<file path="src/rtl/ebus_ctl_pkg.sv">
`default_nettype none
// ============================================================================
// Module   : ebus_ctl_pkg
// Brief    : Shared KL10 EBUS types plus the EBUS sequencer state encoding
//            and function-class helpers.
// Revision : 1.0 - initial release
// ============================================================================
package ebus_ctl_pkg;

    // EBUS function codes; 3'b110 and 3'b111 are undefined on the bus.
    typedef enum logic [2:0] {
        ebusfCONO     = 3'b000,
        ebusfCONI     = 3'b001,
        ebusfDATAO    = 3'b010,
        ebusfDATAI    = 3'b011,
        ebusfPIserved = 3'b100,
        ebusfPIaddrIn = 3'b101
    } tEBUSfunction;

    // One EBUS driver slot: the bus mux ORs/selects the slots that drive.
    typedef struct packed {
        logic        driving;
        logic [35:0] data;
    } tEBUSdriver;

    // Sequencer states.
    typedef enum logic [2:0] {
        ECS_IDLE     = 3'd0,
        ECS_DEMAND   = 3'd1,
        ECS_WAITXFER = 3'd2,
        ECS_RELEASE  = 3'd3,
        ECS_RESET    = 3'd4
    } tEbusCtlState;

    // Function codes that no EBUS device decodes.
    localparam logic [2:0] c_EBUSF_UNDEF6 = 3'b110;
    localparam logic [2:0] c_EBUSF_UNDEF7 = 3'b111;

    // Write-class functions put EBOX data on the bus.
    function automatic logic isWriteFunc(input tEBUSfunction f);
        case (f)
            ebusfCONO, ebusfDATAO, ebusfPIserved: return 1'b1;
            default:                              return 1'b0;
        endcase
    endfunction

    function automatic logic isUndefFunc(input tEBUSfunction f);
        return (3'(f) == c_EBUSF_UNDEF6) || (3'(f) == c_EBUSF_UNDEF7);
    endfunction

endpackage : ebus_ctl_pkg
`default_nettype wire

</file>
<file path="src/rtl/ebus_ctl_if.sv">
`default_nettype none
// ============================================================================
// Module   : ebus_ctl_if
// Brief    : EBOX request side and EBUS side of the EBUS sequencer.
//            master = the sequencer (sole EBUS master), slave = EBOX/bus side.
// Revision : 1.0 - initial release
// ============================================================================
interface ebus_ctl_if;
    import ebus_ctl_pkg::*;

    // EBOX request side
    logic         req;
    tEBUSfunction reqFunc;
    logic [6:0]   reqCs;
    logic [35:0]  reqData;
    logic         resetReq;
    logic         busy;
    logic         done;
    logic         timeout;
    logic         badFunc;
    logic [35:0]  rdata;

    // EBUS side
    logic [6:0]   ebusCs;
    tEBUSfunction ebusFunc;
    logic         ebusDemand;
    logic         ebusReset;
    tEBUSdriver   ebusDrv;
    logic [35:0]  ebusData;
    logic         ebusAck;
    logic         ebusXfer;

    modport master (
        input  req, reqFunc, reqCs, reqData, resetReq,
        output busy, done, timeout, badFunc, rdata,
        output ebusCs, ebusFunc, ebusDemand, ebusReset, ebusDrv,
        input  ebusData, ebusAck, ebusXfer
    );

    modport slave (
        output req, reqFunc, reqCs, reqData, resetReq,
        input  busy, done, timeout, badFunc, rdata,
        input  ebusCs, ebusFunc, ebusDemand, ebusReset, ebusDrv,
        output ebusData, ebusAck, ebusXfer
    );

endinterface : ebus_ctl_if
`default_nettype wire

</file>
<file path="src/rtl/ebus_timer.sv">
`default_nettype none
// ============================================================================
// Module   : ebus_timer
// Brief    : Phase timer: clears on load, counts up each cycle, saturates at
//            all-ones and flags when the count equals the supplied limit.
// Revision : 1.0 - initial release
// ============================================================================
module ebus_timer #(
    parameter int WIDTH = 6
) (
    input  wire              clk,
    input  wire              resetN,
    input  wire              i_load,
    input  wire [WIDTH-1:0]  i_limit,
    output logic             o_hit
);

    localparam logic [WIDTH-1:0] c_SAT = '1;

    logic [WIDTH-1:0] r_count;

    // Count cycles since the last load; stop at the top instead of wrapping.
    always_ff @(posedge clk or negedge resetN) begin
        if (!resetN) begin
            r_count <= '0;
        end else if (i_load) begin
            r_count <= '0;
        end else if (r_count != c_SAT) begin
            r_count <= r_count + 1'b1;
        end
    end

    assign o_hit = (r_count == i_limit);

endmodule : ebus_timer
`default_nettype wire

</file>
<file path="src/rtl/ebus_ctl.sv">
`default_nettype none
// ============================================================================
// Module   : ebus_ctl
// Brief    : EBOX-side EBUS transaction sequencer. Runs demand/ack/xfer for
//            one request at a time, returns read data, flags timeouts and
//            generates the EBUS reset pulse.
// Revision : 1.0 - initial release
// ============================================================================
module ebus_ctl
    import ebus_ctl_pkg::*;
#(
    parameter int ACK_TIMEOUT  = 32,
    parameter int XFER_TIMEOUT = 64,
    parameter int RESET_CYCLES = 8
) (
    input  wire        clk,
    input  wire        resetN,
    ebus_ctl_if.master bus
);

    // The one timer also paces the reset pulse, so it is sized for all three.
    localparam int c_MAX_AX  = (ACK_TIMEOUT > XFER_TIMEOUT) ? ACK_TIMEOUT : XFER_TIMEOUT;
    localparam int c_MAX_ALL = (c_MAX_AX > RESET_CYCLES) ? c_MAX_AX : RESET_CYCLES;
    localparam int c_CNT_W   = (c_MAX_ALL > 2) ? $clog2(c_MAX_ALL) : 1;

    localparam logic [c_CNT_W-1:0] c_ACK_LAST  = c_CNT_W'(ACK_TIMEOUT - 1);
    localparam logic [c_CNT_W-1:0] c_XFER_LAST = c_CNT_W'(XFER_TIMEOUT - 1);
    localparam logic [c_CNT_W-1:0] c_RST_LAST  = c_CNT_W'(RESET_CYCLES - 1);

    tEbusCtlState       r_state;
    tEbusCtlState       w_next;

    tEBUSfunction       r_func;
    tEBUSfunction       w_func_nxt;
    logic [6:0]         r_cs;
    logic [6:0]         w_cs_nxt;
    logic [35:0]        r_wdata;
    logic [35:0]        w_wdata_nxt;
    logic               r_rst_pend;

    logic [c_CNT_W-1:0] w_limit;
    logic               w_load;
    logic               w_hit;

    logic               w_fin_timeout;
    logic               w_fin_bad;
    logic               w_capture;
    logic               w_on_bus;
    logic               w_drive;

    logic               r_busy;
    logic               r_done;
    logic               r_timeout;
    logic               r_bad_func;
    logic [35:0]        r_rdata;
    logic [6:0]         r_ebus_cs;
    tEBUSfunction       r_ebus_func;
    logic               r_demand;
    logic               r_ebus_reset;
    tEBUSdriver         r_drv;

    // Restart the timer on every state change so each phase counts from 0.
    assign w_load = (w_next != r_state);

    ebus_timer #(
        .WIDTH (c_CNT_W)
    ) u_timer (
        .clk     (clk),
        .resetN  (resetN),
        .i_load  (w_load),
        .i_limit (w_limit),
        .o_hit   (w_hit)
    );

    // State register.
    always_ff @(posedge clk or negedge resetN) begin
        if (!resetN) begin
            r_state <= ECS_IDLE;
        end else begin
            r_state <= w_next;
        end
    end

    // Next state, request latching and completion qualifiers.
    always_comb begin
        w_next        = r_state;
        w_func_nxt    = r_func;
        w_cs_nxt      = r_cs;
        w_wdata_nxt   = r_wdata;
        w_limit       = c_ACK_LAST;
        w_fin_timeout = 1'b0;
        w_fin_bad     = 1'b0;
        w_capture     = 1'b0;
        case (r_state)
            ECS_IDLE: begin
                if (bus.resetReq || r_rst_pend) begin
                    w_next = ECS_RESET;
                end else if (bus.req && !bus.ebusXfer) begin
                    // A still-asserted xfer belongs to a slow device; hold off.
                    w_func_nxt  = bus.reqFunc;
                    w_cs_nxt    = bus.reqCs;
                    w_wdata_nxt = bus.reqData;
                    if (isUndefFunc(bus.reqFunc)) begin
                        w_next    = ECS_RELEASE;
                        w_fin_bad = 1'b1;
                    end else begin
                        w_next = ECS_DEMAND;
                    end
                end
            end
            ECS_DEMAND: begin
                w_limit = c_ACK_LAST;
                if (bus.ebusAck && bus.ebusXfer) begin
                    w_next    = ECS_RELEASE;
                    w_capture = !isWriteFunc(r_func);
                end else if (bus.ebusAck) begin
                    w_next = ECS_WAITXFER;
                end else if (w_hit) begin
                    w_next        = ECS_RELEASE;
                    w_fin_timeout = 1'b1;
                end
            end
            ECS_WAITXFER: begin
                w_limit = c_XFER_LAST;
                if (bus.ebusXfer) begin
                    w_next    = ECS_RELEASE;
                    w_capture = !isWriteFunc(r_func);
                end else if (w_hit) begin
                    w_next        = ECS_RELEASE;
                    w_fin_timeout = 1'b1;
                end
            end
            ECS_RELEASE: begin
                w_next = ECS_IDLE;
            end
            ECS_RESET: begin
                w_limit = c_RST_LAST;
                if (w_hit) begin
                    w_next = ECS_IDLE;
                end
            end
            default: begin
                w_next = ECS_IDLE;
            end
        endcase
    end

    // Hold the accepted request for the life of the transaction.
    always_ff @(posedge clk or negedge resetN) begin
        if (!resetN) begin
            r_func  <= ebusfCONO;
            r_cs    <= '0;
            r_wdata <= '0;
        end else begin
            r_func  <= w_func_nxt;
            r_cs    <= w_cs_nxt;
            r_wdata <= w_wdata_nxt;
        end
    end

    // Remember a reset request that arrives mid-transaction; IDLE services it.
    always_ff @(posedge clk or negedge resetN) begin
        if (!resetN) begin
            r_rst_pend <= 1'b0;
        end else if (r_state == ECS_IDLE) begin
            r_rst_pend <= 1'b0;
        end else if (r_state != ECS_RESET && bus.resetReq) begin
            r_rst_pend <= 1'b1;
        end
    end

    assign w_on_bus = (w_next == ECS_DEMAND) || (w_next == ECS_WAITXFER);
    assign w_drive  = w_on_bus && isWriteFunc(w_func_nxt);

    // Outputs are decoded from the next state and registered.
    always_ff @(posedge clk or negedge resetN) begin
        if (!resetN) begin
            r_busy       <= 1'b0;
            r_done       <= 1'b0;
            r_timeout    <= 1'b0;
            r_bad_func   <= 1'b0;
            r_rdata      <= '0;
            r_ebus_cs    <= '0;
            r_ebus_func  <= ebusfCONO;
            r_demand     <= 1'b0;
            r_ebus_reset <= 1'b0;
            r_drv        <= '0;
        end else begin
            r_busy       <= (w_next != ECS_IDLE);
            r_done       <= (w_next == ECS_RELEASE);
            r_timeout    <= w_fin_timeout;
            r_bad_func   <= w_fin_bad;
            // Only completion updates rdata; writes and aborts return zero.
            if (w_next == ECS_RELEASE) begin
                r_rdata <= w_capture ? bus.ebusData : '0;
            end
            r_ebus_cs     <= w_on_bus ? w_cs_nxt : '0;
            r_ebus_func   <= w_on_bus ? w_func_nxt : ebusfCONO;
            r_demand      <= w_on_bus;
            r_ebus_reset  <= (w_next == ECS_RESET);
            r_drv.driving <= w_drive;
            r_drv.data    <= w_drive ? w_wdata_nxt : '0;
        end
    end

    assign bus.busy       = r_busy;
    assign bus.done       = r_done;
    assign bus.timeout    = r_timeout;
    assign bus.badFunc    = r_bad_func;
    assign bus.rdata      = r_rdata;
    assign bus.ebusCs     = r_ebus_cs;
    assign bus.ebusFunc   = r_ebus_func;
    assign bus.ebusDemand = r_demand;
    assign bus.ebusReset  = r_ebus_reset;
    assign bus.ebusDrv    = r_drv;

endmodule : ebus_ctl
`default_nettype wire

</file>
<file path="src/flat_wrapper.sv">
// flat-port wrapper written by rule: the top's interface ports become plain ports
module ebus_ctl_flat import ebus_ctl_pkg::*;
#(
    parameter int ACK_TIMEOUT  = 32,
    parameter int XFER_TIMEOUT = 64,
    parameter int RESET_CYCLES = 8
)
  (clk, resetN, bus_req, bus_reqFunc, bus_reqCs, bus_reqData, bus_resetReq, bus_busy, bus_done, bus_timeout, bus_badFunc, bus_rdata, bus_ebusCs, bus_ebusFunc, bus_ebusDemand, bus_ebusReset, bus_ebusDrv, bus_ebusData, bus_ebusAck, bus_ebusXfer);
  ebus_ctl_if bus_i ();
  input  wire clk;
  input  wire resetN;
  input wire logic [$bits(bus_i.req)-1:0] bus_req;
  input wire logic [$bits(bus_i.reqFunc)-1:0] bus_reqFunc;
  input wire logic [$bits(bus_i.reqCs)-1:0] bus_reqCs;
  input wire logic [$bits(bus_i.reqData)-1:0] bus_reqData;
  input wire logic [$bits(bus_i.resetReq)-1:0] bus_resetReq;
  output wire logic [$bits(bus_i.busy)-1:0] bus_busy;
  output wire logic [$bits(bus_i.done)-1:0] bus_done;
  output wire logic [$bits(bus_i.timeout)-1:0] bus_timeout;
  output wire logic [$bits(bus_i.badFunc)-1:0] bus_badFunc;
  output wire logic [$bits(bus_i.rdata)-1:0] bus_rdata;
  output wire logic [$bits(bus_i.ebusCs)-1:0] bus_ebusCs;
  output wire logic [$bits(bus_i.ebusFunc)-1:0] bus_ebusFunc;
  output wire logic [$bits(bus_i.ebusDemand)-1:0] bus_ebusDemand;
  output wire logic [$bits(bus_i.ebusReset)-1:0] bus_ebusReset;
  output wire logic [$bits(bus_i.ebusDrv)-1:0] bus_ebusDrv;
  input wire logic [$bits(bus_i.ebusData)-1:0] bus_ebusData;
  input wire logic [$bits(bus_i.ebusAck)-1:0] bus_ebusAck;
  input wire logic [$bits(bus_i.ebusXfer)-1:0] bus_ebusXfer;
  assign bus_i.req = bus_req;
  assign bus_i.reqFunc = bus_reqFunc;
  assign bus_i.reqCs = bus_reqCs;
  assign bus_i.reqData = bus_reqData;
  assign bus_i.resetReq = bus_resetReq;
  assign bus_busy = bus_i.busy;
  assign bus_done = bus_i.done;
  assign bus_timeout = bus_i.timeout;
  assign bus_badFunc = bus_i.badFunc;
  assign bus_rdata = bus_i.rdata;
  assign bus_ebusCs = bus_i.ebusCs;
  assign bus_ebusFunc = bus_i.ebusFunc;
  assign bus_ebusDemand = bus_i.ebusDemand;
  assign bus_ebusReset = bus_i.ebusReset;
  assign bus_ebusDrv = bus_i.ebusDrv;
  assign bus_i.ebusData = bus_ebusData;
  assign bus_i.ebusAck = bus_ebusAck;
  assign bus_i.ebusXfer = bus_ebusXfer;
  ebus_ctl #(.ACK_TIMEOUT(ACK_TIMEOUT), .XFER_TIMEOUT(XFER_TIMEOUT), .RESET_CYCLES(RESET_CYCLES)) u_core (.clk(clk), .resetN(resetN), .bus(bus_i));
endmodule
</file>
<file path="config.mk">
export PLATFORM = sky130hd
export DESIGN_NAME = ebus_ctl_flat
export DESIGN_NICKNAME = d
export VERILOG_FILES = /design/src/rtl/ebus_ctl_pkg.sv /design/src/rtl/ebus_ctl_if.sv /design/src/rtl/ebus_timer.sv /design/src/rtl/ebus_ctl.sv /design/src/flat_wrapper.sv
export SDC_FILE = /design/constraint.sdc
export NUM_CORES = 1
export LEC_CHECK = 0
export CAP_MARGIN = 40
export CORE_ASPECT_RATIO = 1.25
export CORE_UTILIZATION = 50
export DETAILED_ROUTE_END_ITERATION = 16
export HOLD_SLACK_MARGIN = 0.15
export PLACE_DENSITY = 0.84
export REMOVE_ABC_BUFFERS = 1
export SLEW_MARGIN = 20
export SYNTH_ARGS = -nofsm -noshare
export SYNTH_HDL_FRONTEND = slang
export SYNTH_HIERARCHICAL = 1
export SYNTH_SLANG_ARGS = --single-unit
</file>
<file path="constraint.sdc">
create_clock -name clk -period 5.6 [get_ports clk]
set_input_delay 1.4 -clock clk [delete_from_list [all_inputs] [get_ports clk]]
set_output_delay 1.4 -clock clk [all_outputs]
set_load 0.01 [all_outputs]
</file>
---- Yosys cells after proc, flatten, opt, wreduce, memory -nomap -nowiden ----
Index checks and enable logic that the tools add are counted.
word-level totals
  flip-flop bits (word level) ............. 145
  bits of input ports ..................... 88
  output and inout port bits .............. 89
cells by class
  add/sub/neg operators ................... 1
  equality and inequality tests ........... 17
  mux-type cells .......................... 45
  reductions and logical operators ........ 18
operators with widths
  operator                                                               count
  36-bit two-way mux                                                     5
  3-bit two-way mux                                                      11
  7-bit two-way mux                                                      4
  3-bit equality test, second input constant                             6
  1-bit two-way mux                                                      18
  3-bit by 2-bit equality test with 1-bit output, second input constant  5
  6-bit two-way mux                                                      2
  3-bit one-hot mux with 4 select lines                                  1
  6-bit one-hot mux with 2 select lines                                  1
  3-bit zero test                                                        3
  6-bit by 1-bit adder with 6-bit output, second input constant          1
  3-bit by 1-bit equality test with 1-bit output, second input constant  2
  6-bit equality test                                                    1
  6-bit != test, second input constant                                   1
  3-bit OR reduction                                                     2
  1-bit logical AND                                                      4
  1-bit one-hot mux with 2 select lines                                  2
  2-bit nonzero test                                                     2
  1-bit zero test                                                        3
  1-bit logical OR                                                       3
  3-bit != test                                                          1
  3-bit != test, second input constant                                   1
  3-bit nonzero test                                                     1
  2-bit two-way mux                                                      1

---- Logic depth before layout (Yosys ltp) ----
  depth in word-level cells ............... 11
  mapped depth ............................ 12
  gate-level depth less buffers ........... 11

---- By module ----
The synthesis kept the hierarchy.
modules (own cells, without submodules)
  module      times used  cells an instance  area each (um^2)  sequential area each (um^2)
  ebus_ctl    1           388                5333.9            3478.3
  ebus_timer  1           38                 369.1             150.1

---- Worst setup path after synthesis ----
No wires, ideal clock.
  kind .................................... input-to-reg
  start point ............................. input bus_ebusAck
  end point ............................... register u_core.u_timer.r_count[2]
  library setup time ...................... 82 ps
  data arrival time ....................... 2595 ps
  required time ........................... 5518 ps
  setup slack ............................. 2923 ps
  stages on the path ...................... 6
  path buffers ............................ 0
  path through ............................ nor2b_1 > o311ai_1 > a21oi_1 > or3_1 > o21bai_1 > a31oi_1
on the way
  cells in the longest elaborated chain, start to end .. 5
RTL lines
  item                                                     RTL line                          source
  start, declared                                          flat_wrapper.sv:28                input wire logic [$bits(bus_i.ebusAck)-1:0] bus_ebusAck;
  3-bit two-way mux or 1-bit logical AND (tied branches)   ebus_ctl.sv:116, ebus_ctl.sv:113
  3-bit two-way mux *                                      ebus_ctl.sv:113                   if (bus.ebusAck && bus.ebusXfer) begin
  3-bit one-hot mux with 4 select lines *                  ebus_ctl.sv:94                    case (r_state)
  3-bit != test *                                          ebus_ctl.sv:63                    assign w_load = (w_next != r_state);
  net u_core.w_load                                        ebus_ctl.sv:42                    logic w_load;
  6-bit two-way mux or 2-bit nonzero test (tied branches)  --
  end signal, assigned                                     ebus_timer.sv:29                  r_count <= r_count + 1'b1;
  end, declared                                            ebus_timer.sv:20                  logic [WIDTH-1:0] r_count;
The timed path passes the listed nets; every way through them passes the cells marked *.
A chain may end at the register's enable or synchronous reset.

---- Final worst setup path ----
  start point ............................. input bus_ebusXfer
  end point ............................... register u_core.r_drv, in the netlist u_core/bus.ebusDrv[2]
on the way
  cells in the longest elaborated chain, start to end .. 10
RTL lines
  item                                                                          RTL line            source
  start, declared                                                               flat_wrapper.sv:29  input wire logic [$bits(bus_i.ebusXfer)-1:0] bus_ebusXfer;
  1-bit zero test                                                               ebus_ctl.sv:98      end else if (bus.req && !bus.ebusXfer) begin
  1-bit logical AND                                                             ebus_ctl.sv:98
  3-bit two-way mux                                                             ebus_ctl.sv:98
  3-bit two-way mux                                                             ebus_ctl.sv:96      if (bus.resetReq || r_rst_pend) begin
  3-bit two-way mux                                                             ebus_ctl.sv:94
  3-bit by 2-bit equality test with 1-bit output, or another cell as far along  ebus_ctl_pkg.sv:41  case (f)
  3-bit OR reduction                                                            ebus_ctl_pkg.sv:41
  1-bit two-way mux                                                             ebus_ctl_pkg.sv:41
  1-bit logical AND                                                             ebus_ctl.sv:173     assign w_drive = w_on_bus && isWriteFunc(w_func_nxt);
  36-bit two-way mux *                                                          ebus_ctl.sv:202     r_drv.data <= w_drive ? w_wdata_nxt : '0;
  end, declared                                                                 ebus_ctl.sv:60      tEBUSdriver r_drv;
Mark *: on every way between the ends. The rest lies on a longest branch, timed or not.

==> results.ini <==
[place]
io_buffers=176
dp_cells=716
dp_hpwl_mm=8.99
dp_slack_ns=1.53
placed_cell_area_um2=7510
gp_congestion=0.867

[finish]
fin_util_pct=73.9
final_cells=750
drive_gt1_share_pct=11.5
areaGrowthSynthToFinish_pct=43.6
finalNetCount=691
fin_area_um2=8190
n_antenna_cell=0

[worst_setup_path]
crit_required_ns=5.89
critPathLaunchType=primary input
critical_path_class=primary input to flop
path_buf_inv=3
r2r_slack_ns=2.30
cp_slowest_cell=clkdlybuf4s50_1
cp.arrival_ns=3.78
path_cells=clkdlybuf4s50_1 -> nor3b_2 -> nand2_2 -> o211a_2 -> buf_16 -> buf_4 -> nor4_1
crit_family=simple AND/OR/NAND/NOR gates
critical-path-max-stage-delay_ns=0.49
worstSetupEndpointType=flop
path_max_fanout=27

[synth]
netlist_instances=426
synthTopCellsByArea=dfrtp_1 64%, mux2i_1 6.1%, a22o_1 5.5%
ys.flop_type=dfrtp_1
synth_largest_area_cell=dfrtp_1
synth.distinct_cells=47
yosys_warnings=6
synth_seq_cells=145
synth_seq_area_share_pct=63.6
synth_commonest_cells=145 x dfrtp_1, 42 x inv_1, 36 x a22o_1
async_flop_share_pct=100
yosysMostFrequentCell=dfrtp_1
syn_area_um2=5700
synth-edff-count=0
synth_top_area_share_pct=63.6
syn_area_per_cell_um2=13.4

[clock_network]
clock_latency_ns=0.41
clk_pin_slew_ns=0.06
htreeDepth=4
post_cts.repair.setup_buffers=0
cts_tree=done
cts.sinks=145
clock_path_buffers=2
numCtsBuffers=17
cts_hold_buf=0
ctsResizeCount=0
cts-root-buf=clkbuf_16

[floorplan]
initial_utilization_pct=51.5
ioPinCount=177
rows=43
die_x_um=97.5
dieArea_um2=11800
coreArea_um2=11100
fp.dieH_um=121

[routing]
wl_mm=13.7
vias=4040
drtAntennaViolNets=0
drt_iter0_markers=189
wl_per_cell_um=18.2
dr.pass1.iters=4
vias_per_cell=5.39
remaining_drc_errors=0

[grt]
antenna_found_initial=0
grt_pass1_wl_mm=21.6
grt_overflow=0
grt_use_total_pct=23.7
grt_pass1_vias=4288
grt_start_max_net_pins=96

[power]
p_seq_share_pct=40.7
p_switching_mw=0.984
pwr-share-comb_pct=25.7
p_sw_share_pct=28.4
internal_power_mw=2.48
powerDensity_nw_per_um2=424
clkPwrFrac_pct=33.6
irDropWorstVdd_v=0.000245
leakage_nw=3.96

[timing]
hold_viol=0
fin_skew_ns=0.00669
slew_headroom_pct=51.7
finalSetupViolations=0
drv_slew=0
worstMarginPinSlew_ns=0.709
rsz0062_at_grt=false
tns_ns=0
fmax_mhz=286
fin_crit_ns=3.49
setup_ws_ns=2.11
fin_crit_sh_pct=62.4

[flow_run]
drv_cap=0

[run_status]
status=finished, final reports clean

[worst_hold_path]
hp-class=flop to flop

[cell usage in the layout (no fill, tap or decap), types with 2 or more instances in the layout]
| cell type | instances |
|---|---|
| inv_1 | 42 |
| clkinv_4 | 2 |
| xnor2_1 | 4 |
| o21ai_0 | 3 |
| mux2_2 | 11 |
| buf_4 | 5 |
| clkbuf_16 | 17 |
| mux2i_1 | 35 |
| nand2b_1 | 2 |
| a31oi_1 | 6 |
| a22o_1 | 36 |
| clkdlybuf4s50_1 | 175 |
| dfrtp_1 | 145 |
| nor3_1 | 8 |
| nor2_1 | 6 |
| conb_1 | 3 |
| nor3b_1 | 5 |
| nor3b_2 | 8 |
| o21bai_1 | 2 |
| xor2_1 | 3 |
| buf_16 | 3 |
| nand2_1 | 5 |
| bufinv_16 | 3 |
| clkbuf_8 | 5 |
| o21a_1 | 5 |
| a21oi_1 | 5 |
| nor2b_1 | 5 |
| nand4_1 | 2 |
| nand3_1 | 2 |
| nor4_1 | 35 |
| nand3b_1 | 2 |
| clkinv_2 | 4 |
[power by group through the flow]
stage / registers (mW) / clock network, mW / logic (mW)
floorplan: 1.43 / 0 / 0.454
global placement: 1.41 / 0 / 0.809
detailed placement: 1.43 / 0 / 0.872
CTS: 1.41 / 1.19 / 0.887
global route: 1.44 / 1.23 / 0.965
finish: 1.41 / 1.16 / 0.890
[tightest hold or removal path: stages (launching register included)]
cell and delay [ns]:
dfrtp_1 0.32, mux2i_1 0.08, inv_1 0.05
[cell families (layout without fill, tap and decap cells)]
group | count (synthesis) | in the layout | share of synthesized area (%)
other | 1 | 3 | 0.0658
multiplexers | 47 | 47 | 8.71
AO/OA/AOI/OAI | 64 | 64 | 8.95
buffers and inverters | 71 | 258 | 6.43
adder cells (fa/ha/maj) | 1 | 1 | 0.219
flip-flops | 145 | 145 | 63.6
XOR/XNOR | 7 | 7 | 1.08
AND/OR/NAND/NOR | 90 | 90 | 10.9
[state kept, by name, indices dropped and copies added, names as in the netlist, 6 cells and up]
name                    cells
u_core/bus.ebusCs           7
u_core/r_wdata             36
u_core/bus.rdata           36
u_core/r_cs                 7
u_core/u_timer/r_count      6
u_core/bus.ebusDrv         37
[layout make-up]
type / count / area [um2]
inverter: 42 / 158
clock buffer: 23 / 498
sequential: 145 / 3630
timing repair buffer: 184 / 1880
fill: 747 / 2900
multi-input combinational: 212 / 1720
clock inverter: 9 / 128
tap: 135 / 169
[worst paths after layout]
kind	from	endpoint	depth (start not counted)
max in group asynchronous	resetN	u_core/bus.ebusCs[2]$_DFF_PN0_	3
min in group asynchronous	resetN	u_core/bus.rdata[28]$_DFFE_PN0P_	1
min reg2reg	u_core/r_wdata[28]$_DFF_PN0_	u_core/r_wdata[28]$_DFF_PN0_	2
min	u_core/r_wdata[28]$_DFF_PN0_	u_core/r_wdata[28]$_DFF_PN0_	2
max	bus_ebusXfer	u_core/bus.ebusDrv[2]$_DFF_PN0_	7
max reg2reg	u_core/r_state[0]$_DFF_PN0_	u_core/bus.ebusDrv[2]$_DFF_PN0_	11
[stage by stage]
stage	power [mW]	hold WS (ns)
global placement	2.22	0.463
finish	3.47	0.482
detailed placement	2.30	0.472
global route	3.63	0.500
CTS	3.49	0.487
floorplan	1.89	0.451
[routing by layer]
| layer | GRT usage, % | vias up | wire [um] |
|---|---|---|---|
| met1 | 28.6 | 2033 | 5400 |
| met2 | 40.8 | 138 | 7350 |
| met4 | 8.18 | 0 | 144 |
| li1 | - | 1855 | - |
| met5 | 0 | - | 0 |
| met3 | 6.80 | 14 | 775 |
(Power assumes the default switching activity.)
==> RTL edit, RTL diff (same settings) <==
`ACK_TIMEOUT` is set to 32 in 2 places; all go to 128.
--- a/src/rtl/ebus_ctl.sv
+++ b/src/rtl/ebus_ctl.sv
@@ -11,3 +11,3 @@
 #(
-    parameter int ACK_TIMEOUT  = 32,
+    parameter int ACK_TIMEOUT  = 128,
     parameter int XFER_TIMEOUT = 64,
--- a/src/flat_wrapper.sv
+++ b/src/flat_wrapper.sv
@@ -3,3 +3,3 @@
 #(
-    parameter int ACK_TIMEOUT  = 32,
+    parameter int ACK_TIMEOUT  = 128,
     parameter int XFER_TIMEOUT = 64,
Behaviour: no difference found for any inputs over 4 cycles, from zero or initial values and one cycle with resetN low; that may be too few to reach the edited logic, so the function may still have changed.
==> RTL edit against the unedited design <==
  * Routed wire length fell by 6.7%
  * Hold slack got worse by 0.00051 ns
  * Sequential share of layout area rose by 1.4 points
  * Via count fell by 2.7%
  * Synthesized area fell by 2.9%
  * Die area fell by 2.9%
  * Critical endpoint is now u_core/bus.ebusDrv[18]$_DFF_PN0_
  * Highest routed layer unchanged
  * Design area fell by 2.3%
  * Setup slack got worse by 0.17 ns
  * Non-clock buffer count fell by 2
  * Sequential cell count rose by 1
  * Power fell by 16%
  * Clock power fell by 8%
==> RTL edit: results (changes against the unedited design) <==
status finished, final reports clean; Seq/Total Area, Yosys 66.0% (+2.4 points); Remaining DRCs 0 (unchanged); first-pass GRT wire length 19900 um (-7.6%); FFs w/ async S/R, synth 100% (unchanged); HPWL after DPL 8760 um (-2.5%); Port Buffers 176 (unchanged); Top delay family on crit path buffers and inverters; clk_lat worst skew 0.41 ns (about the same); Ys Warns 6 (unchanged); largest net degree at the start of global routing 88 (-8.3%); maximum vdd drop 257 uV (+4.9%); clock skew 0.00974 ns (+0.00305 ns); Final GP Congestion 0.805 (-7.1%); setup bufs post-CTS 0 (unchanged); post-CTS sizing 0 (unchanged); Cell variety after synth 57 (+21%); grt ovf 0 (unchanged); Hold Path Class reg -> reg; CTS clock-pin slew for the worst setup and hold paths 0.06 ns (about the same); via/cell ratio 5.23 (-2.9%); total track usage 23.3% (-0.38 points); Routed WL 12800 um (-6.7%); mean area per synthesized cell 13.1 um^2 (-2.5%); TritonRoute pass-1 iters 5 (+1); Area contributors post-synth dfrtp_1 (66%), mux2i_1 (6.3%), a22o_1 (5.7%); layout cells sized above 1 8.40% (-3.1 points); vias in the first global route 4066 (-5.2%); Crit path arrival time 4.00 ns (+0.22 ns); ant diodes 0 (unchanged); P_leak 4.06 nW (+2.5%); Num CTS Buffers 17 (unchanged); Slew Limit Headroom 46.9% (-4.8 points); antenna violations before repair 0 (unchanged); CTS root buffer clkbuf_16; number of flip-flops in the largest register 37 (unchanged); Final #Nets 695 (+0.58%); Placed Cells 719 (+0.42%); fillcell total 722 (-3.3%); Slowest-stage cell, CP or4b_1; DR vias 3929 (-2.7%); crit-path max cell delay 0.62 ns (+0.13 ns); Hold Buf Count CTS 0 (unchanged); Clock Tree Buf Depth 2 (unchanged); htree depth 4 (unchanged); CP Max Fanout 50 (+85%); initial DRC count 251 (+33%); Post-synth top cells dfrtp_1 (146), nor2_1 (43), inv_1 (41), a22o_1 (36), mux2i_1 (35)
## RTL edit: cell types whose count changed after synthesis, sizes merged, moves of 3 or more
cell / delta
nor2: +37
clkbuf: +6
nor3b: -11
buf: -14
nor3: -3
a31oi: -4
nor4: -35
nor2b: +9
## RTL edit: routing by layer
| metal | wire length, um | share of wire, % | GRT usage [%] |
|---|---|---|---|
| met1 | 4710 | 37 | 26.6 |
| met3 | 1280 | 10 | 9.38 |
| met2 | 6570 | 51 | 39.7 |
| met4 | 198 | 1.6 | 7.00 |
| met5 | 0 | 0 | 0 |
## RTL edit: power by group
part	switching (W)	leakage (nW)	internal, W
sequential	0.0000920	1.96	0.00125
clock	0.000451	0.276	0.000624
combinational	0.000252	1.82	0.000256
total	0.000795	4.06	0.00213
## RTL edit: kinds of logic after synthesis
kind of cell | count (synthesis) | synth area share, %
flops | 146 | 66.0
simple gates | 91 | 8.84
compound gates | 68 | 9.99
buf+inv | 63 | 5.04
mux | 46 | 8.57
xor+xnor | 8 | 1.27
fa+ha+maj | 1 | 0.226
other cells | 1 | 0.0677
## RTL edit: path summary, 6_finish.rpt
path,startpoint,endpoint,slack [ns],cells after the start
min,u_core/r_wdata[30]$_DFF_PN0_,u_core/r_wdata[30]$_DFF_PN0_,0.48,2
max in group asynchronous,resetN,u_core/bus.rdata[1]$_DFFE_PN0P_,4.03,2
max reg2reg,u_core/r_state[1]$_DFF_PN0_,u_core/bus.ebusDrv[18]$_DFF_PN0_,2.42,11
min in group asynchronous,resetN,u_core/r_cs[2]$_DFF_PN0_,0.84,1
min reg2reg,u_core/r_wdata[30]$_DFF_PN0_,u_core/r_wdata[30]$_DFF_PN0_,0.48,2
max,bus_ebusXfer,u_core/bus.ebusDrv[18]$_DFF_PN0_,1.94,7
## RTL edit: cell type report
type,instances,area share [%]
clock buffers,17,5.32
well taps,132,2.06
repair buffers,182,22.8
clock inverters,15,1.86
inverters,42,1.97
multi-input cells,217,20.3
flip-flops and latches,146,45.7
## RTL edit: worst reg2reg max path, delay by kind of cell (launching register included)
family                 cells  cell delay [ns]
flip-flops                 1             0.54
AND/OR/NAND/NOR            6             1.07
XOR/XNOR                   1             0.20
AO/OA/AOI/OAI              2             0.65
buffers and inverters      2             0.60
## RTL edit: stage by stage
stage	worst slack, ns	total power, W	area [um^2]	hold WS, ns
after floorplan	1.92	0.00163	5420	0.451
after global placement	1.65	0.00181	7400	0.463
after detailed placement	1.53	0.00186	7430	0.470
after CTS	1.95	0.00295	8000	0.484
after global routing	1.85	0.00306	8000	0.500
final	1.94	0.00292	8000	0.481
